<file path="src/rtl/uart_tx.sv">
// UART transmitter driven by an external one-cycle baud strobe.
// Sends LSB-first frames: start, DATA_BITS data, optional parity, 1..2 stop bits.
module uart_tx #(
  parameter int unsigned DATA_BITS = 8,
  parameter int unsigned PARITY    = 0,
  parameter int unsigned STOP_BITS = 1
) (
  input  logic                 clk,
  input  logic                 reset,
  input  logic                 baud_tick,
  input  logic [DATA_BITS-1:0] in_data,
  input  logic                 in_valid,
  output logic                 in_ready,
  output logic                 txd,
  output logic                 busy,
  output logic                 done
);

  localparam int unsigned    IdxW     = $clog2(DATA_BITS);
  localparam logic [IdxW-1:0] LastIdx = IdxW'(DATA_BITS - 1);
  localparam logic           StopLast = 1'(STOP_BITS - 1);

  typedef enum logic [2:0] {
    StIdle,
    StSync,
    StStart,
    StData,
    StPar,
    StStop
  } state_e;

  state_e                 state_q;
  logic [DATA_BITS-1:0]   shift_q;
  logic [IdxW-1:0]        bit_idx_q;
  logic                   stop_q;
  logic                   par_q;
  logic                   txd_q;
  logic                   done_q;

  always_ff @(posedge clk) begin
    if (!reset) begin
      state_q   <= StIdle;
      shift_q   <= '0;
      bit_idx_q <= '0;
      stop_q    <= 1'b0;
      par_q     <= 1'b0;
      txd_q     <= 1'b1;
      done_q    <= 1'b0;
    end else begin
      done_q <= 1'b0;
      unique case (state_q)
        StIdle: begin
          txd_q <= 1'b1;
          if (in_valid) begin
            shift_q <= in_data;
            // Parity is taken from the whole word here, before any shifting.
            par_q   <= (^in_data) ^ (PARITY == 2);
            state_q <= StSync;
          end
        end
        StSync: begin
          if (baud_tick) begin
            txd_q   <= 1'b0;
            state_q <= StStart;
          end
        end
        StStart: begin
          if (baud_tick) begin
            txd_q     <= shift_q[0];
            bit_idx_q <= '0;
            state_q   <= StData;
          end
        end
        StData: begin
          if (baud_tick) begin
            shift_q <= shift_q >> 1;
            if (bit_idx_q == LastIdx) begin
              if (PARITY != 0) begin
                txd_q   <= par_q;
                state_q <= StPar;
              end else begin
                txd_q   <= 1'b1;
                stop_q  <= 1'b0;
                state_q <= StStop;
              end
            end else begin
              txd_q     <= shift_q[1];
              bit_idx_q <= bit_idx_q + 1'b1;
            end
          end
        end
        StPar: begin
          if (baud_tick) begin
            txd_q   <= 1'b1;
            stop_q  <= 1'b0;
            state_q <= StStop;
          end
        end
        StStop: begin
          if (baud_tick) begin
            if (stop_q == StopLast) begin
              stop_q  <= 1'b0;
              done_q  <= 1'b1;
              state_q <= StIdle;
            end else begin
              stop_q <= 1'b1;
            end
          end
        end
        default: begin
          txd_q   <= 1'b1;
          state_q <= StIdle;
        end
      endcase
    end
  end

  assign in_ready = (state_q == StIdle);
  assign busy     = !in_ready;
  assign txd      = txd_q;
  assign done     = done_q;

endmodule
</file>
<file path="config.mk">
export PLATFORM = sky130hd
export DESIGN_NAME = uart_tx
export DESIGN_NICKNAME = d
export VERILOG_FILES = /design/src/rtl/uart_tx.sv
export SDC_FILE = /design/constraint.sdc
export NUM_CORES = 1
export LEC_CHECK = 0
export CAP_MARGIN = 20
export CELL_PAD_IN_SITES_DETAIL_PLACEMENT = 0
export CELL_PAD_IN_SITES_GLOBAL_PLACEMENT = 1
export CORE_MARGIN = 5
export CORE_UTILIZATION = 41
export CTS_CLUSTER_DIAMETER = 100
export CTS_CLUSTER_SIZE = 16
export DETAILED_ROUTE_END_ITERATION = 12
export PLACE_DENSITY = 0.94
export SETUP_SLACK_MARGIN = 0.2
export SYNTH_ARGS = -nofsm -noshare
export SYNTH_HDL_FRONTEND = slang
export SYNTH_SLANG_ARGS = --single-unit
</file>
<file path="constraint.sdc">
create_clock -name clk -period 4.6 [get_ports clk]
set_clock_uncertainty 0.05 [all_clocks]
set_input_delay 0.69 -clock clk [delete_from_list [all_inputs] [get_ports clk]]
set_output_delay 0.69 -clock clk [all_outputs]
set_load 0.05 [all_outputs]
</file>
==> summary by stage, run 1 <==
Run status
The run finished with clean final reports.

Global route
For this run, the total global-route usage over all layers was measured as between 10% and 20%. The wire length of the first global-routing pass is just over 3 mm. Entering global routing, the biggest net connects 17 pins. The via count of the first global-routing pass is approximately 710.

The number of antenna violations at the first check in global routing is 0. For this run the aggregate overflow at the end of global routing stands at 0.

Clocking
The post-cts resize count is 0. The later-pin clock latency in the skew report is approximately 0.28 ns. The root buffer cell chosen for the clock tree is sky130_fd_sc_hd__clkbuf_4. The deepest clock path buffer count is 2. The number of buffers created by CTS is 3. Clock-pin slew was measured on the worst setup and hold paths at about 0.09 ns. The CTS sink count is 16. The count of buffers added by post-CTS timing repair for setup is 0. TritonCTS built the clock tree.

The deepest level of the CTS H-tree is 1. Hold repair after CTS inserted 0 buffers.

Setup path
Data on the critical path is required at its endpoint by 3.86 ns. STA puts the critical path data arrival time at between 2 and 2.5 ns. The kind of launch point of the worst setup path is a flop. The nature of the critical path endpoint is a primary output.

The worst setup path startpoint is state_q[1]. The largest fanout on the critical path is 15. The worst register-to-register path begins at state_q[1]. The minimum setup slack among reg-to-reg paths is between 2 and 3 ns.

The critical path is of the reg -> out type.

Logic synthesis
The number of unique standard cell types used by synthesis is 33. Counting flops and latches in the post-synthesis netlist gives 16. Dividing the synthesized area by the synthesized cell count gives between 9 and 10 um2. Sequential cells were found to cover between 30% and 40% of the synthesized design area. The prevailing post-synth register cell is sky130_fd_sc_hd__dfxtp_1.

The mux cell area share after synthesis is about 9%. The adder and majority gate portion of the synthesized area is 2.90%. The simple-gate share of the synthesized area is between 20% and 30%. The combinational family with the most area after synthesis is compound AO/OA/AOI/OAI gates.

The fraction of the mapped netlist area in compound gates is 24.6%. The total nets after synthesis is 104. The post-synthesis share of cell area spent on xor and xnor gates is 0%. Counting flops with a built-in enable in the synthesized netlist gives 0. During synthesis, Yosys emitted a total of 0 warnings.

Of all flip-flops after synthesis, the portion carrying an async set or reset was 0%. The post-synth design cell area is 863 um2. The cell count after synthesis came out at 90.

STA
The post-route fraction of the period consumed by the critical path is 60.5%. Subtracting the final worst setup slack from the clock period gives around 2.8 ns. For the final routed database, the setup TNS stands at 0 ns. For the pin with the worst max-slew slack, the measured transition is 0.547 ns. The max-slew violation total from the final report was 0.

Setup violations remaining at the end of the flow were counted as 0. The post-route worst setup slack is around 1.8 ns. The count of final hold-check violations is 0. Setup repair after global routing left no endpoint under its margin. The worst slew margin relative to its limit is approximately 63%. The top achievable clock speed is around 360 MHz.

Cells and area
The final standard cell count with taps included and fillers excluded is around 130. The count of fill cells added during filler insertion is 180. 0 antenna diodes ended up in the layout. The final layout contains between 100 and 150 nets.

The utilization after layout is between 50% and 60%. The area growth from synthesis to final layout is 20.9%. The register cell area after layout is ~320 um2.

The share of layout cells above drive strength 1 is about 8%. The area taken by multi-input logic gates is 499 um2.

Drt
The routed layout has about 700 vias. After detailed routing, the average wire length per cell comes to between 10 and 15 um. The remaining antenna violation count is 0.

The DRC violations left is 0. In the routed layout, each cell is associated on average with a via count of 5.59. The final routed wirelength across all metal layers is around 1.7 mm. The number of DRC violations after detailed-routing iteration 0 is 15.

The first detailed-routing pass took 4 iterations.

Floorplan
The die area is around 3100 um2. The I/O pin total is 16. The core region is about 2000 um2.

The floorplan die width is 55.9 um. The y dimension of the die is 55.9 um. In this run the core area contains 16 standard-cell rows.

The initial utilization of the core area, before any placement, comes to between 40% and 50%.

Power and ir drop
Power spread over the standard cell area amounts to roughly 300 nW/um2. The leakage power of the design is 0.465 nW. VDD sags by at most between 150 and 200 uV.

Placement
Detailed placement finished with a half-perimeter wire length of 1.22 mm. The number of placed instances, taps included is around 130. Before CTS, the worst setup slack after placement is roughly 2.1 ns. At the end of routability-driven placement, the weighted congestion stood at between 0.7 and 0.8.

The number of buffers inserted by port buffering is 15.

Worst hold path
The tightest min-delay check is of the reg -> reg type. The worst hold path begins at bit_idx_q[2].

Job
The tool flagged a number of max-cap violations equal to 0.
[flip-flops by register name, summed over array words and instances (netlist names)]
signal / cells
txd: 1
bit_idx_q: 3
state_q: 3
shift_q: 8
done: 1
[power breakdown]
group          total (mW)  switching (mW)  internal [mW]
logic              0.0657          0.0338         0.0318
clock network      0.0927          0.0445         0.0482
registers           0.159          0.0109          0.148
total               0.318          0.0892          0.228
[cells in the mapped netlist, types with 2 or more instances]
master                     count  area [um2]
sky130_fd_sc_hd__nor2_1        2        7.51
sky130_fd_sc_hd__o31ai_1       9        67.6
sky130_fd_sc_hd__dfxtp_1      16         320
sky130_fd_sc_hd__nor3b_1       3        22.5
sky130_fd_sc_hd__o21a_1        2        15.0
sky130_fd_sc_hd__a21oi_1       8        40.0
sky130_fd_sc_hd__nor3_1        2        10.0
sky130_fd_sc_hd__and4b_1       2        20.0
sky130_fd_sc_hd__buf_2         5        25.0
sky130_fd_sc_hd__nand4_1       2        12.5
sky130_fd_sc_hd__a21boi_0      3        22.5
sky130_fd_sc_hd__and3_1        2        12.5
sky130_fd_sc_hd__mux2i_1       8        80.1
sky130_fd_sc_hd__ha_1          2        25.0
sky130_fd_sc_hd__o21ai_0       6        30.0
[per-stage QoR]
step | area (um2) | power [mW] | hold slack [ns]
finish | 1040 | 0.318 | 0.459
global route | 1040 | 0.332 | 0.471
CTS | 1040 | 0.320 | 0.458
detailed placement | 1010 | 0.228 | 0.441
global placement | 1010 | 0.226 | 0.424
floorplan | 863 | 0.206 | 0.409
[worst max-delay path: stages, from the launching register on]
cell	delay, ns
sky130_fd_sc_hd__dfxtp_1	0.47
sky130_fd_sc_hd__or3_4	0.42
sky130_fd_sc_hd__inv_1	0.07
sky130_fd_sc_hd__clkdlybuf4s50_1	0.79
[final timing paths]
check | endpoint | cells after the start
setup / recovery | in_ready | 3
hold reg to reg | bit_idx_q[2] | 2
hold / removal | bit_idx_q[2] | 2
setup reg to reg | bit_idx_q[0] | 3
[kinds of logic (layout without fill, tap and decap cells)]
group | Yosys count | after routing
AOI/OAI and AO/OA | 32 | 32
and+or+nand+nor | 24 | 24
DFF | 16 | 16
muxes | 8 | 8
buffers and inverters | 8 | 20
adders and majority gates | 2 | 2
[cell type report]
cell class | instances | area share [%]
Timing Repair Buffer | 15 | 14.4
Multi-Input combinational cell | 66 | 47.8
Inverter | 1 | 0.360
Tap cell | 27 | 3.24
Sequential cell | 16 | 30.7
Clock buffer | 4 | 3.48
[cell usage in the layout (no fill, tap or decap), types with 2 or more instances in the layout]
| cell | instances |
|---|---|
| sky130_fd_sc_hd__a21boi_0 | 3 |
| sky130_fd_sc_hd__a21oi_1 | 8 |
| sky130_fd_sc_hd__and3_1 | 2 |
| sky130_fd_sc_hd__and4b_1 | 2 |
| sky130_fd_sc_hd__clkbuf_4 | 3 |
| sky130_fd_sc_hd__clkdlybuf4s50_1 | 15 |
| sky130_fd_sc_hd__dfxtp_1 | 16 |
| sky130_fd_sc_hd__ha_1 | 2 |
| sky130_fd_sc_hd__mux2i_1 | 8 |
| sky130_fd_sc_hd__nand4_1 | 2 |
| sky130_fd_sc_hd__nor2_1 | 2 |
| sky130_fd_sc_hd__nor3_1 | 2 |
| sky130_fd_sc_hd__nor3b_1 | 3 |
| sky130_fd_sc_hd__o21a_1 | 2 |
| sky130_fd_sc_hd__o21ai_0 | 6 |
| sky130_fd_sc_hd__o31ai_1 | 9 |
[routing by layer]
| metal | vias up | global-route usage (%) | wire length, um | share of wire [%] |
|---|---|---|---|---|
| met3 | 4 | 2.55 | 65 | 3.7 |
| met1 | 334 | 14.9 | 905 | 52 |
| met5 | - | 0 | 0 | 0 |
| met2 | 14 | 19.1 | 743 | 43 |
| met4 | 0 | 5.08 | 28 | 1.6 |
| li1 | 369 | - | - | - |
Power figures use the tool's default switching activity.
==> run 2: changes to the inputs <==
- CORE_UTILIZATION: 41 -> 34
- PLACE_DENSITY: 0.94 -> 0.84
- clock period: 4.6 -> 2.3 ns (I/O delays scaled with it)
==> summary by stage, run 2 (same netlist as run 1, synthesis figures left out) <==
Clocking
The number of buffers created by CTS was 3 (unchanged). The deepest clock path buffer count came to 2 (unchanged). The hold buffer count at CTS is 0 (unchanged). The library cell used as clock root buffer is sky130_fd_sc_hd__clkbuf_4.

The register clock-pin slew on the reported worst setup and hold paths is 0.09 ns (about the same). The later-pin clock latency in the skew report is 0.28 ns (about the same). The CTS sink count is 16 (unchanged). The deepest level of the CTS H-tree is 1 (unchanged).

The post-cts resize count is 0 (unchanged). The count of buffers added by post-CTS timing repair for setup was 0 (unchanged). The clock tree from TritonCTS is built.

Drt
The final routed wirelength across all metal layers is 1.77 mm (+1.4%). The routed length on met2 is 768 um (+3.4%). The detail-routed via count per cell is 5.44 (-2.7%). The DRC violations left is 0 (unchanged).

The first-pass iteration count of the detailed router came to 4 (unchanged). The remaining antenna violation count is 0 (unchanged). The via total after detailed routing is 723 (+0.28%). The number of DRC violations after detailed-routing iteration 0 is 16 (+1). The uppermost signal routing layer after detailed routing is met4.

The routed length per placed instance is 13.3 um (-1.7%). The met3 wire length is 83 um (+28%). The routed metal-1 wirelength is 884 um (-2.3%).

Cells and area
The share of layout cells above drive strength 1 was 10.7% (+2.8 points). The register with the most flip-flops in the final layout is shift_q. The area growth from synthesis to final layout is 20.9% (unchanged). The library cell used most frequently in the layout, excluding fill and tap cells, is sky130_fd_sc_hd__dfxtp_1. The top cell types in the final layout, fill and taps aside, are 16 x sky130_fd_sc_hd__dfxtp_1, 13 x sky130_fd_sc_hd__clkdlybuf4s50_1, 9 x sky130_fd_sc_hd__o31ai_1, 8 x sky130_fd_sc_hd__mux2i_1, 8 x sky130_fd_sc_hd__a21oi_1. The flip-flop count of the largest register, all copies and words added is 8 (unchanged). The final antenna diode count is 0 (unchanged). The final net count is 119 (+1.7%). The largest registers in the layout are shift_q (8), bit_idx_q (3), state_q (3).

Floorplan
The die area is 3650 um2 (+17%). The initial standard-cell utilization of the core is 35.2% (-8.4 points). The y dimension of the die was 60.4 um (+8.1%). The I/O pin total was 16 (unchanged). The floorplan die width was 60.4 um (+8.1%). The area of the core is 2450 um2 (+24%). The total number of placement rows was 18 (+2).

Global route
The total global routing overflow is 0 (unchanged). The maximum number of pins on one net before global-route repair is 17 (unchanged). The number of antenna violations at the first check in global routing is 0 (unchanged). The via count of the first global-routing pass is 688 (-2.7%). The wire length of the first global-routing pass came to 3.12 mm (+3.2%). The overall routing resource usage is 11.6% (-0.15 points).

Setup path
The kind of launch point of the worst setup path is a flop. The critical path start-end classification is reg -> out. The depth of the most critical reg-to-reg path is 5 (+2).

The critical path required time was 1.90 ns (-1.96 ns). The data arrival at the endpoint of the critical path is 1.45 ns (-0.59 ns). The startpoint identified for the worst register-to-register timing path is bit_idx_q[0]. The minimum setup slack among reg-to-reg paths is 0.61 ns (-2.07 ns). STA classifies the critical path endpoint as a primary output. The largest fanout on the critical path is 15 (unchanged). The worst register-to-register path ends at bit_idx_q[0].

STA
The slew of the pin with the lowest slew margin is 0.528 ns (-0.0185 ns). The number of setup violations in the final report is 0 (unchanged). The max-slew violation total from the final report is 0 (unchanged). The worst slew margin relative to its limit is 64.7% (+1.3 points).

The routed design could run at a clock period as short as ~1.8 ns. Setup repair after global routing left no endpoint under its margin. Timing would allow up to between 500 and 600 MHz. The final-layout worst hold slack is 0.449 ns (-0.0103 ns). The setup TNS is 0 ns (unchanged). In the finished design, the share of the clock period the worst path needs comes to roughly 80%. The count of final hold-check violations is 0 (unchanged).

Power and ir drop
The power density over cell area is 572 nW/um2 (+88%). The internal power component came to 0.422 mW (+85%). The portion of total power attributed to the clock network is 24.4% (-4.8 points).

The fraction of power consumed by combinational cells was 22.3% (+1.6 points). The power share of the sequential group is 53.3% (+3.2 points). The switching component of the power is 0.175 mW (+96%). The switching fraction of total power was 29.3% (+1.2 points). The maximum VDD drop is 280 uV (+51%). The leakage power of the design is 0.469 nW (+0.82%).

Worst hold path
The path with the worst hold slack has its endpoint at bit_idx_q[2]. The cell count of the worst hold path was 2 (unchanged). The min-delay analysis places its worst path in the category reg -> reg.

The worst hold path begins at bit_idx_q[2].

Job
The max-capacitance violation count was 0 (unchanged).

Placement
The number of buffers inserted by port buffering was 15 (unchanged). The placer congestion estimate is 0.792 (+4.7%). The placed wire-length estimate is 1.28 mm (+4.5%).

Run status
The flow ran to the end, and the final reports show no timing, DRC or antenna violations.
==> run 2: metal layers <==
metal | GRT usage, % | vias up
met4 | 5.70 | 0
met3 | 3.40 | 4
met1 | 15.5 | 339
met2 | 17.0 | 11
li1 | - | 369
met5 | 0 | -
==> run 2: worst max path at each step <==
stage,endpoint,start,cells after the start
floorplan,shift_q[7],state_q[2],5
global placement,bit_idx_q[0],baud_tick,4
detailed placement,shift_q[4],baud_tick,4
CTS,in_ready,state_q[1],3
global route,in_ready,state_q[1],3
finish,in_ready,state_q[1],3
==> run 2: stage by stage <==
stage               setup slack, ns  cells  power (mW)  util (%)  instance area, um2
floorplan                     0.551     90       0.412         -                 863
global placement              0.398    130       0.455      41.6                1020
detailed placement            0.334    130       0.458      41.6                1020
CTS                           0.436    133       0.607      42.5                1040
global route                  0.388    133       0.631      42.5                1040
finish                        0.455    133       0.597      42.5                1040
==> run 2: layout make-up <==
class / instances / area, um2
clock buffer: 3 / 22.5
inverter: 1 / 3.75
multi-input combinational: 66 / 499
sequential: 16 / 320
fill: 249 / 1410
tap: 30 / 37.5
timing repair buffer: 17 / 160
==> run 2: power by group through the flow <==
stage	sequential, mW	combinational (mW)	clock [mW]
after global placement	0.324	0.131	0
after detailed placement	0.324	0.134	0
final	0.318	0.133	0.145
after global routing	0.322	0.146	0.162
after CTS	0.318	0.134	0.154
after floorplan	0.318	0.0937	0
==> run 2: critical path: stages (launching register included) <==
cell and delay [ns]:
sky130_fd_sc_hd__dfxtp_1 0.47, sky130_fd_sc_hd__or3_4 0.43, sky130_fd_sc_hd__inv_1 0.07, sky130_fd_sc_hd__buf_4 0.19
==> run 3: changes to the inputs <==
- CORE_UTILIZATION: 34 -> 38
- PLACE_DENSITY: 0.84 -> 0.88
- clock period: 2.3 -> 1.7 ns (I/O delays scaled with it)
==> summary by stage, run 3 (same netlist as run 1, synthesis figures left out) <==
Power and ir drop
The switching component of the power is 0.257 mW (+47%). The internal power component is 0.663 mW (+57%). The power density over cell area is 742 nW/um2 (+30%). The maximum VDD drop is 691 uV (+150%). The power share of the sequential group was 45.1% (-8.2 points). The leakage power of the design is 0.549 nW (+17%). The fraction of power consumed by combinational cells came to 27.5% (+5.2 points). The switching fraction of total power was 27.9% (-1.4 points). The portion of total power attributed to the clock network is 27.3% (+2.9 points).

Clocking
The register clock-pin slew on the reported worst setup and hold paths is 0.10 ns (about the same). In this run the clock root is driven by a sky130_fd_sc_hd__clkbuf_4. The number of buffers created by CTS was 3 (unchanged). The deepest level of the CTS H-tree was 1 (unchanged). The CTS sink count is 16 (unchanged). The later-pin clock latency in the skew report is 0.29 ns (about the same). The deepest clock path buffer count was 2 (unchanged). The clock tree from TritonCTS is built.

Floorplan
The I/O pin total is 16 (unchanged). The floorplan die width is 57.7 um (-4.5%). The total number of placement rows is 17 (-1). The area of the core is 2190 um2 (-11%).

The y dimension of the die is 57.7 um (-4.5%). The die area is 3330 um2 (-8.8%). The initial standard-cell utilization of the core is 39.4% (+4.2 points).

STA
The post-route fraction of the period consumed by the critical path is 93.4%. The top achievable clock speed is 630 MHz. The final-layout worst hold slack came to 0.473 ns (+0.0241 ns).

The slew of the pin with the lowest slew margin is 0.252 ns (-0.277 ns). Setup repair after global routing could not meet its margin everywhere. The number of setup violations in the final report was 0 (unchanged).

The count of final hold-check violations is 0 (unchanged). The worst slew margin relative to its limit is 83.2% (+18 points). The max-slew violation total from the final report is 0 (unchanged). The routed design could run at a clock period as short as 1.59 ns.

Setup path
The source of the worst register-to-register timing path is bit_idx_q[1]. In this run the critical register-to-register path is captured at bit_idx_q[0]. The critical path required time is 1.39 ns (-0.51 ns). The worst setup path is captured at a primary output. In this run the worst setup path begins at state_q[2].

The minimum setup slack among reg-to-reg paths is 0.12 ns (-0.49 ns). The depth of the most critical reg-to-reg path came to 5 (unchanged). The largest fanout on the critical path is 2 (-13).

The data arrival at the endpoint of the critical path is 1.28 ns (-0.17 ns). The kind of launch point of the worst setup path is a flop. The critical path is of the reg -> out type.

Cells and area
The final antenna diode count is 0 (unchanged). The final net count is 131 (+10%). The flip-flop count of the largest register, all copies and words added is 8 (unchanged). The final instance area is 1240 um2 (+19%). The most common cell after layout, fill and taps aside is sky130_fd_sc_hd__buf_4. The largest registers in the layout are shift_q (8), bit_idx_q (3), state_q (3).

The area growth from synthesis to final layout is 43.6%. The share of layout cells above drive strength 1 is 32.8% (+22 points). In the layout the commonest cells are 15 x sky130_fd_sc_hd__buf_4, 11 x sky130_fd_sc_hd__dfxtp_1, 11 x sky130_fd_sc_hd__clkdlybuf4s50_1, 8 x sky130_fd_sc_hd__mux2i_1, 8 x sky130_fd_sc_hd__a21oi_1. The count of fill cells added during filler insertion is 214 (-14%).

The register ranked first by flip-flop count is shift_q.

Worst hold path
The kind of path behind the tightest hold check is reg -> reg. The worst hold path startpoint is bit_idx_q[1]. The capture endpoint of the worst hold path is bit_idx_q[1]. The cell count of the worst hold path is 2 (unchanged).

Drt
The remaining antenna violation count came to 0 (unchanged). The detail-routed via count per cell is 5.43 (-0.10%). The routed length per placed instance came to 13.8 um (+4.3%). The final routed wirelength across all metal layers is 1.99 mm (+13%). The DRC violations left is 0 (unchanged).

The via total after detailed routing is 782 (+8.2%). The number of DRC violations after detailed-routing iteration 0 is 7 (-9). The first-pass iteration count of the detailed router is 4 (unchanged).

Placement
The number of buffers inserted by port buffering is 15 (unchanged). The placer congestion estimate was 0.791 (-0.11%). The instance area after placement was 1140 um2 (+11%). The placed wire-length estimate came to 1.42 mm (+11%).

Run status
The run finished with clean final reports.

Global route
The maximum number of pins on one net before global-route repair is 15 (-2). The wire length of the first global-routing pass is 3.62 mm (+16%). The number of antenna violations at the first check in global routing is 0 (unchanged).

The via count of the first global-routing pass came to 851 (+24%). The total global routing overflow is 0 (unchanged). The overall routing resource usage is 13.7% (+2.1 points).

Job
The max-capacitance violation count was 0 (unchanged).
[run 3: cell count changes in the layout (fill, tap and decap cells not counted), moves of 3 or more]
cell / change
sky130_fd_sc_hd__buf_4: +11
sky130_fd_sc_hd__dfxtp_4: +3
sky130_fd_sc_hd__dfxtp_1: -5
sky130_fd_sc_hd__buf_12: +3
[run 3: worst max-delay path by stage]
stage / endpoint / slack, ns / cells past startpoint
detailed placement: bit_idx_q[0] / -0.06 / 4
global route: in_ready / 0.07 / 3
CTS: in_ready / 0.10 / 3
floorplan: shift_q[7] / 0.18 / 5
finish: in_ready / 0.11 / 3
global placement: bit_idx_q[0] / -0.01 / 4
[run 3: what timing repair did]
| action | in CTS | in global routing |
|---|---|---|
| buffers inserted | 5 | 0 |
| pin swaps | 1 | 1 |
| endpoints found under the setup margin | 10 | 10 |
| resized for setup | 6 | 6 |
| cloned | 0 | 0 |
| hold buffers | 0 | 0 |
[run 3: metrics by stage]
step / worst slack, ns / power (mW) / TNS, ns / std cells / util, %
floorplan: 0.177 / 0.560 / 0 / 90 / -
global placement: -0.0130 / 0.659 / -0.0130 / 135 / 51.9
CTS: 0.103 / 0.926 / 0 / 144 / 56.0
finish: 0.112 / 0.920 / 0 / 144 / 56.6
detailed placement: -0.0624 / 0.664 / -0.0624 / 135 / 51.9
global route: 0.0663 / 0.972 / 0 / 144 / 56.6
[run 3: power by group through the flow]
stage          logic [mW]  clock network (mW)  registers, mW
3_3_place_gp        0.220                   0          0.439
5_1_grt             0.276               0.278          0.419
3_5_place_dp        0.225                   0          0.439
6_report            0.253               0.251          0.415
2_1_floorplan       0.130                   0          0.430
4_1_cts             0.250               0.262          0.414
[run 3: final cells by class]
type	instances	area, um2	area share, %
Inverter	1	7.51	0.605
Tap cell	28	35.0	2.83
Multi-Input combinational cell	66	544	43.9
Sequential cell	16	334	26.9
Clock buffer	4	36.3	2.93
Timing Repair Buffer	29	283	22.8
[run 3: worst max-delay path: stages, from the launching register on]
cell and delay [ns]:
sky130_fd_sc_hd__dfxtp_4 0.35, sky130_fd_sc_hd__or3_4 0.41, sky130_fd_sc_hd__clkinvlp_4 0.10, sky130_fd_sc_hd__buf_12 0.13
[run 3: metal layers]
metal | track usage (%) | vias to the layer above | part of all wire [%]
met5 | 0 | - | 0
met4 | 0.993 | 0 | 0.40
met3 | 6.01 | 2 | 5.9
met2 | 25.5 | 14 | 52
met1 | 14.7 | 371 | 42
li1 | - | 395 | -
